===== config.mk =====
export PLATFORM = sky130hd
export DESIGN_NAME = wb_flash_prefetch
export DESIGN_NICKNAME = d
export VERILOG_FILES = /design/src/rtl/wb_prefetch_pkg.sv /design/src/rtl/wb_prefetch_line.sv /design/src/rtl/wb_flash_prefetch.sv
export SDC_FILE = /design/constraint.sdc
export NUM_CORES = 1
export LEC_CHECK = 0
export BUFFER_PORTS_ARGS = -buffer_cell sky130_fd_sc_hd__clkbuf_2
export CORE_AREA = 8 8 146 250
export DETAILED_ROUTE_END_ITERATION = 16
export DIE_AREA = 0 0 154 258
export PLACE_DENSITY = 0.7
export RECOVER_POWER = 25
export SLEW_MARGIN = 20
export SYNTH_ARGS = -nofsm -noshare
export SYNTH_HDL_FRONTEND = slang
export SYNTH_SLANG_ARGS = --single-unit
export TNS_END_PERCENT = 50

===== constraint.sdc =====
create_clock -name wb_clk_i -period 7.6 [get_ports wb_clk_i]
set_clock_uncertainty 0.15 [all_clocks]
set_input_delay 0.76 -clock wb_clk_i [delete_from_list [all_inputs] [get_ports wb_clk_i]]
set_output_delay 0.76 -clock wb_clk_i [all_outputs]
set_load 0.01 [all_outputs]

===== src/rtl/wb_prefetch_pkg.sv =====
// Shared constants for the Wishbone flash read-ahead buffer: FSM encoding,
// bus constants and line-field width helpers.
package wb_prefetch_pkg;

  localparam int         WORD_BYTES = 4;
  localparam logic [3:0] SEL_ALL    = 4'hF;

  localparam logic [2:0] ST_IDLE  = 3'd0;
  localparam logic [2:0] ST_FILL  = 3'd1;
  localparam logic [2:0] ST_DRAIN = 3'd2;
  localparam logic [2:0] ST_WRITE = 3'd3;
  localparam logic [2:0] ST_RESP  = 3'd4;

  function automatic int index_width(input int depth);
    return $clog2(depth);
  endfunction

  function automatic int tag_width(input int depth, input int addr_w);
    return addr_w - $clog2(WORD_BYTES) - $clog2(depth);
  endfunction

endpackage


===== src/rtl/wb_prefetch_line.sv =====
// One prefetch line: DEPTH x 32-bit words with per-word valid bits,
// one write port, an asynchronous read port and a clear-all input.
module wb_prefetch_line
  import wb_prefetch_pkg::*;
#(
  parameter int DEPTH = 8,
  parameter int IDX_W = index_width(DEPTH)
) (
  input  logic             clk,
  input  logic             reset_n,
  input  logic             clr,
  input  logic             wr_en,
  input  logic [IDX_W-1:0] wr_idx,
  input  logic [31:0]      wr_data,
  input  logic [IDX_W-1:0] rd_idx,
  output logic [31:0]      rd_data,
  output logic             rd_valid
);

  logic [31:0]      words [DEPTH];
  logic [DEPTH-1:0] valid;

  // NOTE: sequential state uses <= so every flop samples pre-edge values,
  // independent of the order the always blocks are evaluated in.
  always_ff @(posedge clk) begin
    if (!reset_n) begin
      valid <= '0;
    end else begin
      if (clr)   valid         <= '0;
      if (wr_en) valid[wr_idx] <= 1'b1;
    end
  end

  // NOTE: the data array has no reset; a word is never read out unless its
  // valid bit is set, so resetting it would only cost reset fan-out.
  always_ff @(posedge clk) begin
    if (wr_en) words[wr_idx] <= wr_data;
  end

  assign rd_data  = words[rd_idx];
  assign rd_valid = valid[rd_idx];

endmodule


===== src/rtl/wb_flash_prefetch.sv =====
// Wishbone classic read-ahead buffer in front of the SPI flash controller:
// one aligned line refilled sequentially from the missed word; writes pass through.
module wb_flash_prefetch
  import wb_prefetch_pkg::*;
#(
  parameter int DEPTH  = 8,
  parameter int ADDR_W = 32
) (
  input  logic              wb_clk_i,
  input  logic              reset_n,
  input  logic              wbs_cyc_i,
  input  logic              wbs_stb_i,
  input  logic              wbs_we_i,
  input  logic [ADDR_W-1:0] wbs_adr_i,
  input  logic [31:0]       wbs_dat_i,
  input  logic [3:0]        wbs_sel_i,
  output logic [31:0]       wbs_dat_o,
  output logic              wbs_ack_o,
  output logic              wbm_cyc_o,
  output logic              wbm_stb_o,
  output logic              wbm_we_o,
  output logic [ADDR_W-1:0] wbm_adr_o,
  output logic [31:0]       wbm_dat_o,
  output logic [3:0]        wbm_sel_o,
  input  logic [31:0]       wbm_dat_i,
  input  logic              wbm_ack_i,
  output logic              o_busy
);

  localparam int               IDX_W    = index_width(DEPTH);
  localparam int               TAG_W    = tag_width(DEPTH, ADDR_W);
  localparam int               OFF_W    = $clog2(WORD_BYTES);
  localparam logic [IDX_W-1:0] LAST_IDX = IDX_W'(DEPTH - 1);

  logic [2:0]        state;
  logic [TAG_W-1:0]  tag_q;
  logic [IDX_W-1:0]  ptr;
  logic [ADDR_W-1:0] w_adr;
  logic [31:0]       w_dat;
  logic [3:0]        w_sel;

  logic [TAG_W-1:0]  req_tag;
  logic [IDX_W-1:0]  req_idx;
  logic              req, rd_req, wr_req;
  logic              tag_eq, line_hit, beat_hit;
  logic              fill_serve, fill_wait, fill_abort;
  logic              line_clr, line_wr;
  logic [31:0]       line_data;
  logic              line_valid;
  logic              unused_adr_bits;

  assign req_tag         = wbs_adr_i[ADDR_W-1 -: TAG_W];
  assign req_idx         = wbs_adr_i[OFF_W +: IDX_W];
  assign unused_adr_bits = ^wbs_adr_i[OFF_W-1:0];

  // The SD core holds stb until it sees ack, so the ack cycle itself is masked.
  assign req    = wbs_cyc_i & wbs_stb_i & ~wbs_ack_o;
  assign rd_req = req & ~wbs_we_i;
  assign wr_req = req & wbs_we_i;

  assign tag_eq   = (req_tag == tag_q);
  assign line_hit = tag_eq & line_valid;
  assign beat_hit = wbm_ack_i & (ptr == req_idx);

  // While filling: serve valid or just-arriving words, wait for words still
  // ahead of the fill pointer, abort for anything else.
  assign fill_serve = rd_req & tag_eq & (line_valid | beat_hit);
  assign fill_wait  = rd_req & tag_eq & ~fill_serve & (req_idx >= ptr);
  assign fill_abort = req & ~fill_serve & ~fill_wait;

  always_comb begin
    // NOTE: every comb output gets a default first so no path infers a latch.
    line_clr = 1'b0;
    line_wr  = 1'b0;
    case (state)
      ST_IDLE:  line_clr = rd_req & ~line_hit;
      ST_FILL:  line_wr  = wbm_ack_i & ~fill_abort;
      ST_WRITE: line_clr = wbm_ack_i & (w_adr[ADDR_W-1 -: TAG_W] == tag_q);
      default:  ;
    endcase
  end

  wb_prefetch_line #(
    .DEPTH (DEPTH),
    .IDX_W (IDX_W)
  ) u_line (
    .clk      (wb_clk_i),
    .reset_n  (reset_n),
    .clr      (line_clr),
    .wr_en    (line_wr),
    .wr_idx   (ptr),
    .wr_data  (wbm_dat_i),
    .rd_idx   (req_idx),
    .rd_data  (line_data),
    .rd_valid (line_valid)
  );

  always_comb begin
    wbm_cyc_o = 1'b0;
    wbm_stb_o = 1'b0;
    wbm_we_o  = 1'b0;
    wbm_adr_o = '0;
    wbm_dat_o = '0;
    wbm_sel_o = '0;
    case (state)
      ST_FILL, ST_DRAIN: begin
        wbm_cyc_o = 1'b1;
        wbm_stb_o = 1'b1;
        wbm_adr_o = {tag_q, ptr, {OFF_W{1'b0}}};
        wbm_sel_o = SEL_ALL;
      end
      ST_WRITE: begin
        wbm_cyc_o = 1'b1;
        wbm_stb_o = 1'b1;
        wbm_we_o  = 1'b1;
        wbm_adr_o = w_adr;
        wbm_dat_o = w_dat;
        wbm_sel_o = w_sel;
      end
      default: ;
    endcase
  end

  assign o_busy = (state != ST_IDLE);

  always_ff @(posedge wb_clk_i) begin
    if (!reset_n) begin
      state     <= ST_IDLE;
      tag_q     <= '0;
      ptr       <= '0;
      w_adr     <= '0;
      w_dat     <= '0;
      w_sel     <= '0;
      wbs_ack_o <= 1'b0;
      wbs_dat_o <= '0;
    end else begin
      wbs_ack_o <= 1'b0;
      case (state)
        ST_IDLE: begin
          if (wr_req) begin
            w_adr <= {wbs_adr_i[ADDR_W-1:OFF_W], {OFF_W{1'b0}}};
            w_dat <= wbs_dat_i;
            w_sel <= wbs_sel_i;
            state <= ST_WRITE;
          end else if (rd_req) begin
            if (line_hit) begin
              wbs_ack_o <= 1'b1;
              wbs_dat_o <= line_data;
              state     <= ST_RESP;
            end else begin
              tag_q <= req_tag;
              ptr   <= req_idx;
              state <= ST_FILL;
            end
          end
        end
        ST_FILL: begin
          if (fill_serve) begin
            wbs_ack_o <= 1'b1;
            wbs_dat_o <= line_valid ? line_data : wbm_dat_i;
          end
          // An abort that coincides with the in-flight ack needs no drain.
          if (fill_abort) begin
            state <= wbm_ack_i ? ST_IDLE : ST_DRAIN;
          end else if (wbm_ack_i) begin
            if (ptr == LAST_IDX) state <= ST_IDLE;
            else                 ptr   <= ptr + IDX_W'(1);
          end
        end
        ST_DRAIN: begin
          if (wbm_ack_i) state <= ST_IDLE;
        end
        ST_WRITE: begin
          if (wbm_ack_i) begin
            wbs_ack_o <= 1'b1;
            state     <= ST_IDLE;
          end
        end
        ST_RESP: state <= ST_IDLE;
        default: state <= ST_IDLE;
      endcase
    end
  end

endmodule


Word level (Yosys, flattened, before mapping)
Memories as Yosys holds them, arrays and structs flattened.
Cells that the tools add are included.
W data, S select, Z words.
{"block": "word_totals", "regBits": 140, "ram_bits": 256, "in_bits": 106, "output_inout_bits": 105, "mem_count": 1}
{"block": "classes", "add_sub_neg": 1, "n_lt_le_gt_ge": 4, "eq_ne": 19, "muxes": 44, "n_bitwise": 24, "reduce_logical": 12}
{"memory": "u_line.words", "words": 8, "width": 32, "read_ports": 1, "rd_ports_with_merged_regs": 0, "write_ports": 1, "line_no": "wb_prefetch_line.sv:20", "text": "logic [31:0] words [DEPTH];"}
{"cell": "$mux W32", "count": 6}
{"cell": "$pmux W32 S2", "count": 2}
{"cell": "$eq A27 B27 Y1", "count": 2}
{"cell": "$mux W3", "count": 13}
{"cell": "$mux W8", "count": 3}
{"cell": "$ne A2 B2 Y1 const B", "count": 8}
{"cell": "$and A1 B1 Y1", "count": 15}
{"cell": "$mux W1", "count": 12}
{"cell": "$ne A3 B3 Y1 const B", "count": 3}
{"cell": "$pmux W3 S3", "count": 1}
{"cell": "$lt A3 B4 Y1 const B", "count": 2}
{"cell": "$or A8 B8 Y8", "count": 1}
{"cell": "$pmux W4 S2", "count": 1}
{"cell": "$reduce_and A4 Y1", "count": 2}
{"cell": "$not A1 Y1", "count": 7}
{"cell": "$reduce_and A7 Y1", "count": 1}
{"cell": "$eq A3 B2 Y1 const B", "count": 2}
{"cell": "$pmux W3 S2", "count": 1}
{"cell": "$reduce_and A5 Y1", "count": 1}
{"cell": "$reduce_or A2 Y1", "count": 2}
{"cell": "$add A3 B1 Y3 const B", "count": 1}
{"cell": "$bmux W1 S3", "count": 1}
{"cell": "$demux W1 S3", "count": 1}
{"cell": "$eq A3 B1 Y1 const B", "count": 1}
{"cell": "other kinds (15)", "count": 15}

Logic depth before layout (Yosys ltp)
Gate-level depths: netlist (run 1).
{"block": "logic_depth", "depth_word": 15, "ltp_mapped": 12, "depth_no_buf": 9}

Hierarchy
A second synthesis (run 1) with hierarchy kept.
{"block": "unflattened", "hier_cells": 1209, "hier_area_um2": 16607.2}
{"module": "wb_prefetch_line", "instances": 1, "cells_each": 409, "area_per_inst_um2": 10018.4, "seq_area_each_um2": 7847.5}
{"module": "wb_flash_prefetch", "instances": 1, "cells_each": 800, "area_per_inst_um2": 6588.8, "seq_area_each_um2": 2642.5}

Least setup slack after synthesis (run 1)
No wires, ideal clock.
{"block": "synth_path", "kind": "input to register", "start": "input port wbs_adr_i[2]", "end": "memory u_line.words[0][0], enable pin", "setup_ps": 461, "arrival_ps": 5011, "setup_slack_ps": 1978, "stages": 12, "n_path_buf": 3, "cell_sequence": "buf_6 > buf_2 > buf_2 > inv_1 > ha_1 > nand2b_1 > a21o_1 > a211oi_2 > nand4bb_2 > a21oi_1 > nand2_1 > nor3_1"}
{"block": "synth_between", "elab_chain_len": 14}
{"item": "start: declaration", "line_no": "wb_flash_prefetch.sv:14", "text": "input logic [ADDR_W-1:0] wbs_adr_i,"}
{"item": "$bmux W1 S3 or $eq A3 B3 Y1 (tied branches)", "line_no": "wb_prefetch_line.sv:41, wb_flash_prefetch.sv:63"}
{"item": "$mux W1 (not written as such) or $and A1 B1 Y1 (tied branches)", "line_no": "wb_prefetch_line.sv:41, wb_flash_prefetch.sv:63"}
{"item": "$or A1 B1 Y1", "line_no": "wb_flash_prefetch.sv:67", "text": "assign fill_serve = rd_req & tag_eq & (line_valid | beat_hit);"}
{"item": "$and A1 B1 Y1", "line_no": "wb_flash_prefetch.sv:67"}
{"item": "$not A1 Y1", "line_no": "wb_flash_prefetch.sv:68, wb_flash_prefetch.sv:69"}
{"item": "$and A1 B1 Y1 (2 in series)", "line_no": "wb_flash_prefetch.sv:68", "text": "assign fill_wait = rd_req & tag_eq & ~fill_serve & (req_idx >= ptr);"}
{"item": "$not A1 Y1", "line_no": "wb_flash_prefetch.sv:69", "text": "assign fill_abort = req & ~fill_serve & ~fill_wait;"}
{"item": "$and A1 B1 Y1 (*)", "line_no": "wb_flash_prefetch.sv:69"}
{"item": "$not A1 Y1 (*)", "line_no": "wb_flash_prefetch.sv:77", "text": "ST_FILL: line_wr = wbm_ack_i & ~fill_abort;"}
{"item": "$and A1 B1 Y1 (*)", "line_no": "wb_flash_prefetch.sv:77"}
{"item": "$mux W1 (*)", "line_no": "wb_flash_prefetch.sv:75", "text": "case (state)"}
{"item": "$mux W1 (*)", "line_no": "wb_prefetch_line.sv:37", "text": "if (wr_en) words[wr_idx] <= wr_data;"}
{"item": "$mux W1 (not written as such) (*)", "line_no": "wb_prefetch_line.sv:37"}
{"item": "end: declaration", "line_no": "wb_prefetch_line.sv:20"}
Mark *: on every way between the ends. The rest lies on a longest branch, timed or not. The select of a mux whose other input is x is not followed.

Final worst setup path (run 1)
{"block": "layout_path", "start": "input port wbs_adr_i[4]", "end": "memory u_line.words[1][14], enable pin"}
The elaborated chain is that of the path after synthesis.

==> impl_metrics.yaml, run 1 <==
detailed_routing:
  first_iter_violations: 431
  firstDrtPassIters: 4
  wl_per_cell_um: 21.1
  wirelength_um: 38200
  antenna_left: 0
  vias_per_cell: 5.59
  drc: 0
  num_vias: 10128
final_layout:
  multi_input_area_sq_um: 5480
  finalNonFillerCells: 1813
  area_growth_pct: 16.5
  nFillCells: 2639
  layout_commonest_cell: "edfxtp_1"
  drive_gt1_frac: 0.247
  nets: 1488
  regArea_sq_um: 10500
  mostFrequentLayoutCells: "256 x edfxtp_1, 179 x clkbuf_2, 143 x nand2_1"
grt:
  grt_pass1_wl_um: 58800
  grt-ovfl-total: 0
  grtUsageMet2: 0.351
  top_usage_layer: "met2"
  grt_pass1_vias: 10344
  antenna_found_initial: 1
  use_met1: 0.211
  grt_max_degree: 73
  grt_use_total: 0.189
  met3_usage: 0.0381
synthesis:
  ys_async_sr_fraction: 0
  yosysTopAreaCell: "edfxtp_1"
  synth_area_leaders: "edfxtp_1 47%, dfxtp_1 17%, mux4_2 9.1%, mux2i_1 5.7%, nand2_1 3.3%"
  netlist.area_leader.share: 0.473
  synth_warnings: 0
  synth_edf_count: 256
  syn_area_per_cell_sq_um: 13.7
  synth_ff_type: "edfxtp_1"
  synth_cells: 1190
  synth_cell_type_count: 45
  synth-seq-cells: 396
  netlist_area_sq_um: 16200
  seq_area_frac_synth: 0.646
timing:
  fmax_ghz: 0.232
  setup_tns_ns: 0
  holdWs_ns: 0.296
  fin_crit_sh: 0.567
  rsz0062_at_grt: "no"
  worstMarginPinSlew_ns: 1.06
  drv_slew: 0
  setup_viol: 0
  period_needed_ns: 4.31
  slew_headroom: 0.294
  finalHoldViolations: 0
critical_path:
  crit_arrival_ns: 4.32
  critical_path_class: "input port to register"
  cp-start-kind: "input port"
  crit_fanout: 32
  crit_path_end_kind: "register"
  cp.required_ns: 7.61
clock_tree:
  htreeDepth: 2
  cts_resized: 0
  clk_pin_slew_worst_paths_ns: 0.06
  cts_made_buffers: 38
  clk_latency_ns: 0.54
  clock-sinks: 396
  postCtsHoldBufs: 0
  post_cts_buffers: 0
  clk_path_buf_depth: 3
  cts_tree: "yes"
  cts-root-buf: "clkbuf_16"
floorplanning:
  ios: 211
  initial_core_util: 0.494
  fp-row-count: 88
  die_area_sq_um: 39700
  dieWidth_um: 154
  core_sq_um: 32900
  fp.dieH_um: 258
job:
  maxCapViolCount: 0
power:
  p_per_area_nw_per_um2: 240
  p_leak_nw: 6.90
  vdd_ir_drop_max_mv: 0.234
place:
  numPortBuffers: 206
  gp_congestion: 0.796
  dp_hpwl_um: 23800
  place_inst: 1742
outcome:
  outcome: "finished clean"
hold_path:
  hold_path.class: "register to register"
[synth_stat cells, types with 2 or more instances]
library cell and number:
nand4_1 13, mux4_2 66, nor4_1 4, a21o_1 3, o32ai_1 2, buf_4 6, inv_1 6, o2bb2ai_1 9
xnor2_1 40, o21a_1 4, and2_1 32, o21ai_1 2, mux2i_1 92, a22oi_1 2, a211oi_1 2, nor3_1 9
clkbuf_1 59, a21oi_1 101, nor2_1 110, buf_1 4, ha_1 5, nand2_1 144, xor2_1 15, buf_2 9
a22o_1 30, dfxtp_1 140, a2111oi_0 2, edfxtp_1 256, nand3_1 5, and3_1 3
[stage by stage]
stage / utilization / area [sq um] / setup slack, ns / total power, mW
detailed placement: 0.537 / 17700 / 2.79 / 2.70
finish: 0.575 / 18900 / 3.29 / 4.55
CTS: 0.576 / 19000 / 3.32 / 4.60
floorplan: - / 16300 / 1.98 / 2.58
global placement: 0.537 / 17700 / 2.83 / 2.69
global route: 0.575 / 18900 / 3.14 / 4.70
[critical path, cell delays in order]
cell	delay (ns)
clkbuf_2	0.78
buf_4	0.44
mux4_2	0.26
mux2_2	0.18
a211oi_2	0.05
nand4bb_2	0.30
a21oi_1	0.44
nand3_1	0.40
nor2_4	0.19
buf_4	0.50
[final timing paths]
path                                              from                             to  slack, ns  cells past startpoint
worst max-delay path                      wbs_adr_i[4]  u_line.words[1][14]$_DFFE_PP_       3.29                     10
worst min-delay path            w_dat[29]$_SDFFE_PN0P_         w_dat[29]$_SDFFE_PN0P_       0.30                      2
worst max register to register  tag_q[26]$_SDFFE_PN0P_  u_line.words[1][14]$_DFFE_PP_       3.97                      8
worst min register to register  w_dat[29]$_SDFFE_PN0P_         w_dat[29]$_SDFFE_PN0P_       0.30                      2
[where the power goes]
part / switching, mW / leakage (nW) / internal (mW)
clock network: 0.796 / 0.621 / 1.11
registers: 0.0200 / 3.44 / 2.31
logic: 0.191 / 2.84 / 0.122
[routing by layer]
| layer | wire length (um) | up-vias | part of all wire |
|---|---|---|---|
| met4 | 1010 | 0 | 0.027 |
| met5 | 0 | - | 0 |
| met3 | 2110 | 60 | 0.055 |
| met2 | 20600 | 288 | 0.54 |
| li1 | - | 4747 | - |
| met1 | 14500 | 5033 | 0.38 |
[registers in the layout, indices dropped and copies added (netlist names)]
signal,count
u_line.valid,8
wbs_ack_o,1
wbs_dat_o,32
ptr,3
state,3
w_dat,32
w_adr,30
w_sel,4
tag_q,27
u_line.words,256
[cell families after synthesis]
| family | Yosys count | share of synthesized area |
|---|---|---|
| AOI/OAI and AO/OA | 162 | 0.0630 |
| xor gates and xnor gates | 55 | 0.0296 |
| adders and majority gates | 5 | 0.00385 |
| buffers and inverters | 86 | 0.0224 |
| DFF | 396 | 0.646 |
| muxes | 159 | 0.149 |
| other | 1 | 0.000231 |
| and+or+nand+nor | 326 | 0.0864 |
[cell type report]
cell class,instances,area share
Timing Repair Buffer,225,0.0605
Sequential cell,396,0.554
Antenna cell,1,0.000132
Tap cell,405,0.0268
Inverter,7,0.00152
Clock inverter,14,0.00760
Clock buffer,56,0.0597
Multi-Input combinational cell,709,0.290
Note: power is estimated with default switching activity, not from simulation.
==> run 2, diff against run 1 <==
--- a/config.mk
+++ b/config.mk
@@ -9,7 +9,7 @@
 export CORE_AREA = 8 8 146 250
 export DETAILED_ROUTE_END_ITERATION = 16
 export DIE_AREA = 0 0 154 258
-export PLACE_DENSITY = 0.7
+export PLACE_DENSITY = 0.72
 export RECOVER_POWER = 25
 export SLEW_MARGIN = 20
 export SYNTH_ARGS = -nofsm -noshare
==> constraint.sdc (replaced) <==
create_clock -name wb_clk_i -period 3.7 [get_ports wb_clk_i]
set_clock_uncertainty 0.15 [all_clocks]
set_input_delay 0.37 -clock wb_clk_i [delete_from_list [all_inputs] [get_ports wb_clk_i]]
set_output_delay 0.37 -clock wb_clk_i [all_outputs]
set_load 0.01 [all_outputs]
==> run 2 against run 1 <==
Worst hold slack worse by 0.24 ns. Sequential share of layout area decreased by 3.0 points. Die area did not move. Clock-buffer cell count shrank 9. Sequential cell count stayed put. Critical path depth unchanged. Core utilization increased by 3.3 points. Final cell count rose by 5.1%. Critical endpoint is now u_line.words[7][28]$_DFFE_PP_. Final area rose by 5.8%. Routed wire length increased by 2.5%. Setup slack worse by 2.9 ns.
==> impl_metrics.yaml, run 2 (synthesis results as in run 1) <==
critical_path:
  cp-start-kind: "input port"
  cp.required_ns: 3.75
  crit_fanout: 32
  crit_arrival_ns: 3.40
  critical_path_class: "input port to register"
  crit_path_end_kind: "register"
detailed_routing:
  drc: 0
  firstDrtPassIters: 4
  wl_per_cell_um: 20.6
  num_vias: 10524
  antenna_left: 0
  vias_per_cell: 5.52
  wirelength_um: 39200
  first_iter_violations: 500
final_layout:
  antennaDiodeCount: 0
  mostFrequentLayoutCells: "256 x edfxtp_1, 180 x clkbuf_2, 142 x nand2_1"
  area_growth_pct: 23.3
  regMostFlops: "u_line.words"
  nets: 1585
  reg_top3: "u_line.words (256), w_dat (32), wbs_dat_o (32)"
  largest_reg_flops: 256
  regArea_sq_um: 10500
  multi_input_area_sq_um: 5510
  layout_commonest_cell: "edfxtp_1"
  nFillCells: 2529
  drive_gt1_frac: 0.231
floorplanning:
  dieWidth_um: 154
  fp.dieH_um: 258
  die_area_sq_um: 39700
  core_sq_um: 32900
  initial_core_util: 0.494
  ios: 211
  fp-row-count: 88
power:
  vdd_ir_drop_max_mv: 0.447
  power.internal_mw: 7.33
  finalPower_mw: 9.37
  p_leak_nw: 7.33
  switching_share: 0.218
  pwr-share-clk: 0.409
  switching_power_mw: 2.04
  p_seq_frac: 0.511
  combPwrFrac: 0.080
  p_per_area_nw_per_um2: 468
timing:
  worstMarginPinSlew_ns: 0.895
  rsz0062_at_grt: "no"
  fin_ws_ns: 0.350
  drv_slew: 0
  fmax_ghz: 0.299
  setup_tns_ns: 0
  slew_headroom: 0.403
  fin_crit_sh: 0.905
  period_needed_ns: 3.35
  setup_viol: 0
  finalHoldViolations: 0
grt:
  grt_pass1_wl_um: 61400
  grt_use_total: 0.197
  antenna_found_initial: 0
  grt-ovfl-total: 0
  grt_pass1_vias: 11108
  grt_max_degree: 77
clock_tree:
  clock-sinks: 396
  cts_tree: "yes"
  cts_made_buffers: 36
  clk_pin_slew_worst_paths_ns: 0.07
  cts_resized: 0
  cts-root-buf: "clkbuf_16"
  clk_latency_ns: 0.52
  clk_path_buf_depth: 3
  htreeDepth: 2
outcome:
  outcome: "finished clean"
place:
  dp_hpwl_um: 23800
  pre_cts_ws_ns: 0.405
  gp_congestion: 0.854
  numPortBuffers: 206
hold_path:
  hold_path.class: "input port to register"
job:
  maxCapViolCount: 0
==> run 2: cell types whose count changed in the layout (fill, tap and decap cells not counted), sizes merged <==
| cell | change |
|---|---|
| clkinv | -1 |
| dlygate4sd3 | +94 |
| inv | +2 |
| buf | +5 |
| clkinvlp | -2 |
| clkbuf | -9 |
| diode | -1 |
| bufinv | +4 |
==> run 2: worst paths after layout <==
path	from	endpoint	slack (ns)	cells past startpoint
hold reg to reg	w_dat[8]$_SDFFE_PN0P_	w_dat[8]$_SDFFE_PN0P_	0.29	2
setup / recovery	wbs_adr_i[22]	u_line.words[7][28]$_DFFE_PP_	0.35	10
hold / removal	reset_n	state[2]$_SDFFE_PN0P_	0.06	2
setup reg to reg	tag_q[9]$_SDFFE_PN0P_	u_line.words[7][28]$_DFFE_PP_	0.52	8
==> run 2: cell type report <==
type,count,area share
Sequential cell,396,0.524
Clock inverter,17,0.0126
Clock buffer,47,0.0475
Multi-Input combinational cell,709,0.275
Timing Repair Buffer,324,0.114
Inverter,7,0.00144
Tap cell,405,0.0253
==> run 2: worst max-delay path, stage by stage <==
cell and delay, ns:
dlygate4sd3_1 0.54, clkbuf_2 0.13, xnor2_1 0.40, nand4_1 0.16, nor3_1 0.31, nand4bb_2 0.23
a21oi_2 0.35, nand3_1 0.36, nor2_4 0.23, buf_12 0.27
==> run 2: power by group through the flow <==
stage / combinational [mW] / sequential, mW / clock, mW
6_report: 0.752 / 4.79 / 3.83
5_1_grt: 0.817 / 4.80 / 4.08
4_1_cts: 0.763 / 4.79 / 3.92
3_5_place_dp: 0.676 / 4.89 / 0
3_3_place_gp: 0.664 / 4.88 / 0
2_1_floorplan: 0.422 / 4.88 / 0
==> run 2: timing repair <==
action | CTS | global route
hold endpoints to repair | 336 | 0
hold buffers | 94 | 0
buffers inserted | 0 | 0
==> run 2: metal layers <==
layer	GRT usage	routed length (um)
met1	0.216	14800
met2	0.368	21300
met3	0.0313	1630
met4	0.0817	1460
met5	0	0
==> run 2: per-stage QoR <==
step / utilization / instances / hold slack [ns] / cell area, sq um
finish: 0.608 / 1905 / 0.0579 / 20000
CTS: 0.609 / 1905 / 0.00968 / 20100
global route: 0.608 / 1905 / 0.0418 / 20000
detailed placement: 0.544 / 1747 / 0.289 / 17900
floorplan: - / 1191 / 0.277 / 16300
global placement: 0.544 / 1747 / 0.284 / 17900
==> run 3, diff against run 2 <==
--- a/config.mk
+++ b/config.mk
@@ -9,7 +9,7 @@
 export CORE_AREA = 8 8 146 250
 export DETAILED_ROUTE_END_ITERATION = 16
 export DIE_AREA = 0 0 154 258
-export PLACE_DENSITY = 0.72
+export PLACE_DENSITY = 0.74
 export RECOVER_POWER = 25
 export SLEW_MARGIN = 20
 export SYNTH_ARGS = -nofsm -noshare
==> run 3 against run 2 <==
Combinational power shrank 2%. Critical endpoint is now u_line.words[5][15]$_DFFE_PP_. First-iteration DRC count shrank 7.2%. Die area is the same. Sequential share of layout area grew 0.26 points. Setup slack lost 0.029 ns. Maximum frequency shrank 0.87%. Final cell count grew 0.10%. Global-route usage shrank 0.10 points. Via count shrank 0.59%. Highest routed layer unchanged. Total power shrank 2.4%. Clock-buffer cell count shrank 5.
==> impl_metrics.yaml, run 3 (synthesis results as in run 1) <==
final_layout:
  nFillCells: 2562
  utilization: 0.605
  drive_gt1_frac: 0.233
  mostFrequentLayoutCells: "256 x edfxtp_1, 179 x clkbuf_2, 142 x nand2_1"
  area_growth_pct: 22.7
  nets: 1586
  regMostFlops: "u_line.words"
  layout_commonest_cell: "edfxtp_1"
  largest_reg_flops: 256
  finalNonFillerCells: 1907
  reg_top3: "u_line.words (256), w_dat (32), wbs_dat_o (32)"
timing:
  setup_viol: 0
  slew_headroom: 0.349
  finalHoldViolations: 0
  period_needed_ns: 3.38
  holdWs_ns: 0.0348
  fin_crit_sh: 0.913
  drv_slew: 0
  worstMarginPinSlew_ns: 0.976
  rsz0062_at_grt: "no"
  fmax_ghz: 0.296
power:
  p_per_area_nw_per_um2: 459
  power.internal_mw: 7.11
  vdd_ir_drop_max_mv: 0.435
  finalPower_mw: 9.15
  switching_power_mw: 2.04
  p_seq_frac: 0.524
  pwr-share-clk: 0.395
  switching_share: 0.223
  combPwrFrac: 0.081
  p_leak_nw: 7.29
critical_path:
  crit_arrival_ns: 3.42
  cp-start-kind: "input port"
  slowest_delay_ns: 0.54
  crit_path_end_kind: "register"
  crit_fanout: 32
  critPathBufInv: 3
  cp.required_ns: 3.74
  cp_slowest_cell: "dlygate4sd3_1"
  critical_path_class: "input port to register"
  crit_family: "simple AND/OR/NAND/NOR gates"
  crit_path_cell_trace: "dlygate4sd3_1, clkbuf_2, xnor2_1, nand4_1, nor4_2, nand4bb_2, a21oi_2, nand3_1, nor2_4, buf_12"
place:
  place_inst: 1748
  dp_hpwl_um: 24200
  numPortBuffers: 206
  gp_congestion: 0.803
hold_path:
  hold_path.class: "input port to register"
floorplanning:
  die_area_sq_um: 39700
  core_sq_um: 32900
  dieWidth_um: 154
  ios: 211
  fp-row-count: 88
  initial_core_util: 0.494
  fp.dieH_um: 258
clock_tree:
  cts_made_buffers: 36
  htreeDepth: 2
  post_cts_buffers: 0
  cts_resized: 0
  clk_pin_slew_worst_paths_ns: 0.06
  cts-root-buf: "clkbuf_16"
  clock-sinks: 396
  cts_tree: "yes"
  clk_path_buf_depth: 3
  postCtsHoldBufs: 94
  clk_latency_ns: 0.53
grt:
  grt_max_degree: 80
  grt_use_total: 0.196
  grt-ovfl-total: 0
  grt_pass1_wl_um: 60900
  antenna_found_initial: 1
  grt_pass1_vias: 10917
detailed_routing:
  vias_per_cell: 5.49
  first_iter_violations: 464
  firstDrtPassIters: 5
  num_vias: 10462
  wirelength_um: 39300
  drc: 0
  wl_per_cell_um: 20.6
  antenna_left: 0
outcome:
  outcome: "finished clean"
job:
  maxCapViolCount: 0
[run 3: through the flow]
step / setup WS (ns) / setup TNS (ns) / cell area, sq um
floorplan: -0.0669 / -8.56 / 16300
global placement: 0.425 / 0 / 17900
detailed placement: 0.388 / 0 / 17900
CTS: 0.369 / 0 / 20000
global route: 0.230 / 0 / 19900
finish: 0.321 / 0 / 19900
[run 3: worst min-delay path, cell delays in order]
cell and delay (ns):
clkbuf_2 0.15, nand2_1 0.08, a21oi_1 0.06
[run 3: power groups by stage]
stage	registers, mW	clock network, mW	logic (mW)
6_report	4.79	3.62	0.740
5_1_grt	4.80	3.86	0.807
4_1_cts	4.79	3.70	0.751
3_5_place_dp	4.89	0	0.667
3_3_place_gp	4.88	0	0.657
2_1_floorplan	4.88	0	0.422
[run 3: layout make-up]
type	instances	area [sq um]	share of cell area
antenna	1	2.50	0.000126
clock buffer	42	933	0.0468
clock inverter	22	200	0.0100
inverter	7	28.8	0.00144
multi-input combinational	709	5510	0.277
sequential	396	10500	0.526
tap	405	507	0.0254
timing repair buffer	325	2260	0.113
[run 3: worst paths after layout]
path                     startpoint                            end  depth (start not counted)  slack (ns)
max                   wbs_adr_i[14]  u_line.words[5][15]$_DFFE_PP_                         10        0.32
min                   wbs_adr_i[30]         w_adr[30]$_SDFFE_PN0P_                          3        0.03
max reg2reg   tag_q[9]$_SDFFE_PN0P_  u_line.words[5][15]$_DFFE_PP_                          8        0.49
min reg2reg  w_dat[19]$_SDFFE_PN0P_         w_dat[19]$_SDFFE_PN0P_                          2        0.30
[run 3: metal layers]
metal | global-route usage | routed length [um] | vias up
li1 | - | - | 4940
met1 | 0.219 | 15000 | 5160
met2 | 0.361 | 21100 | 280
met3 | 0.0346 | 1840 | 82
met4 | 0.0785 | 1360 | 0
met5 | 0 | 0 | -
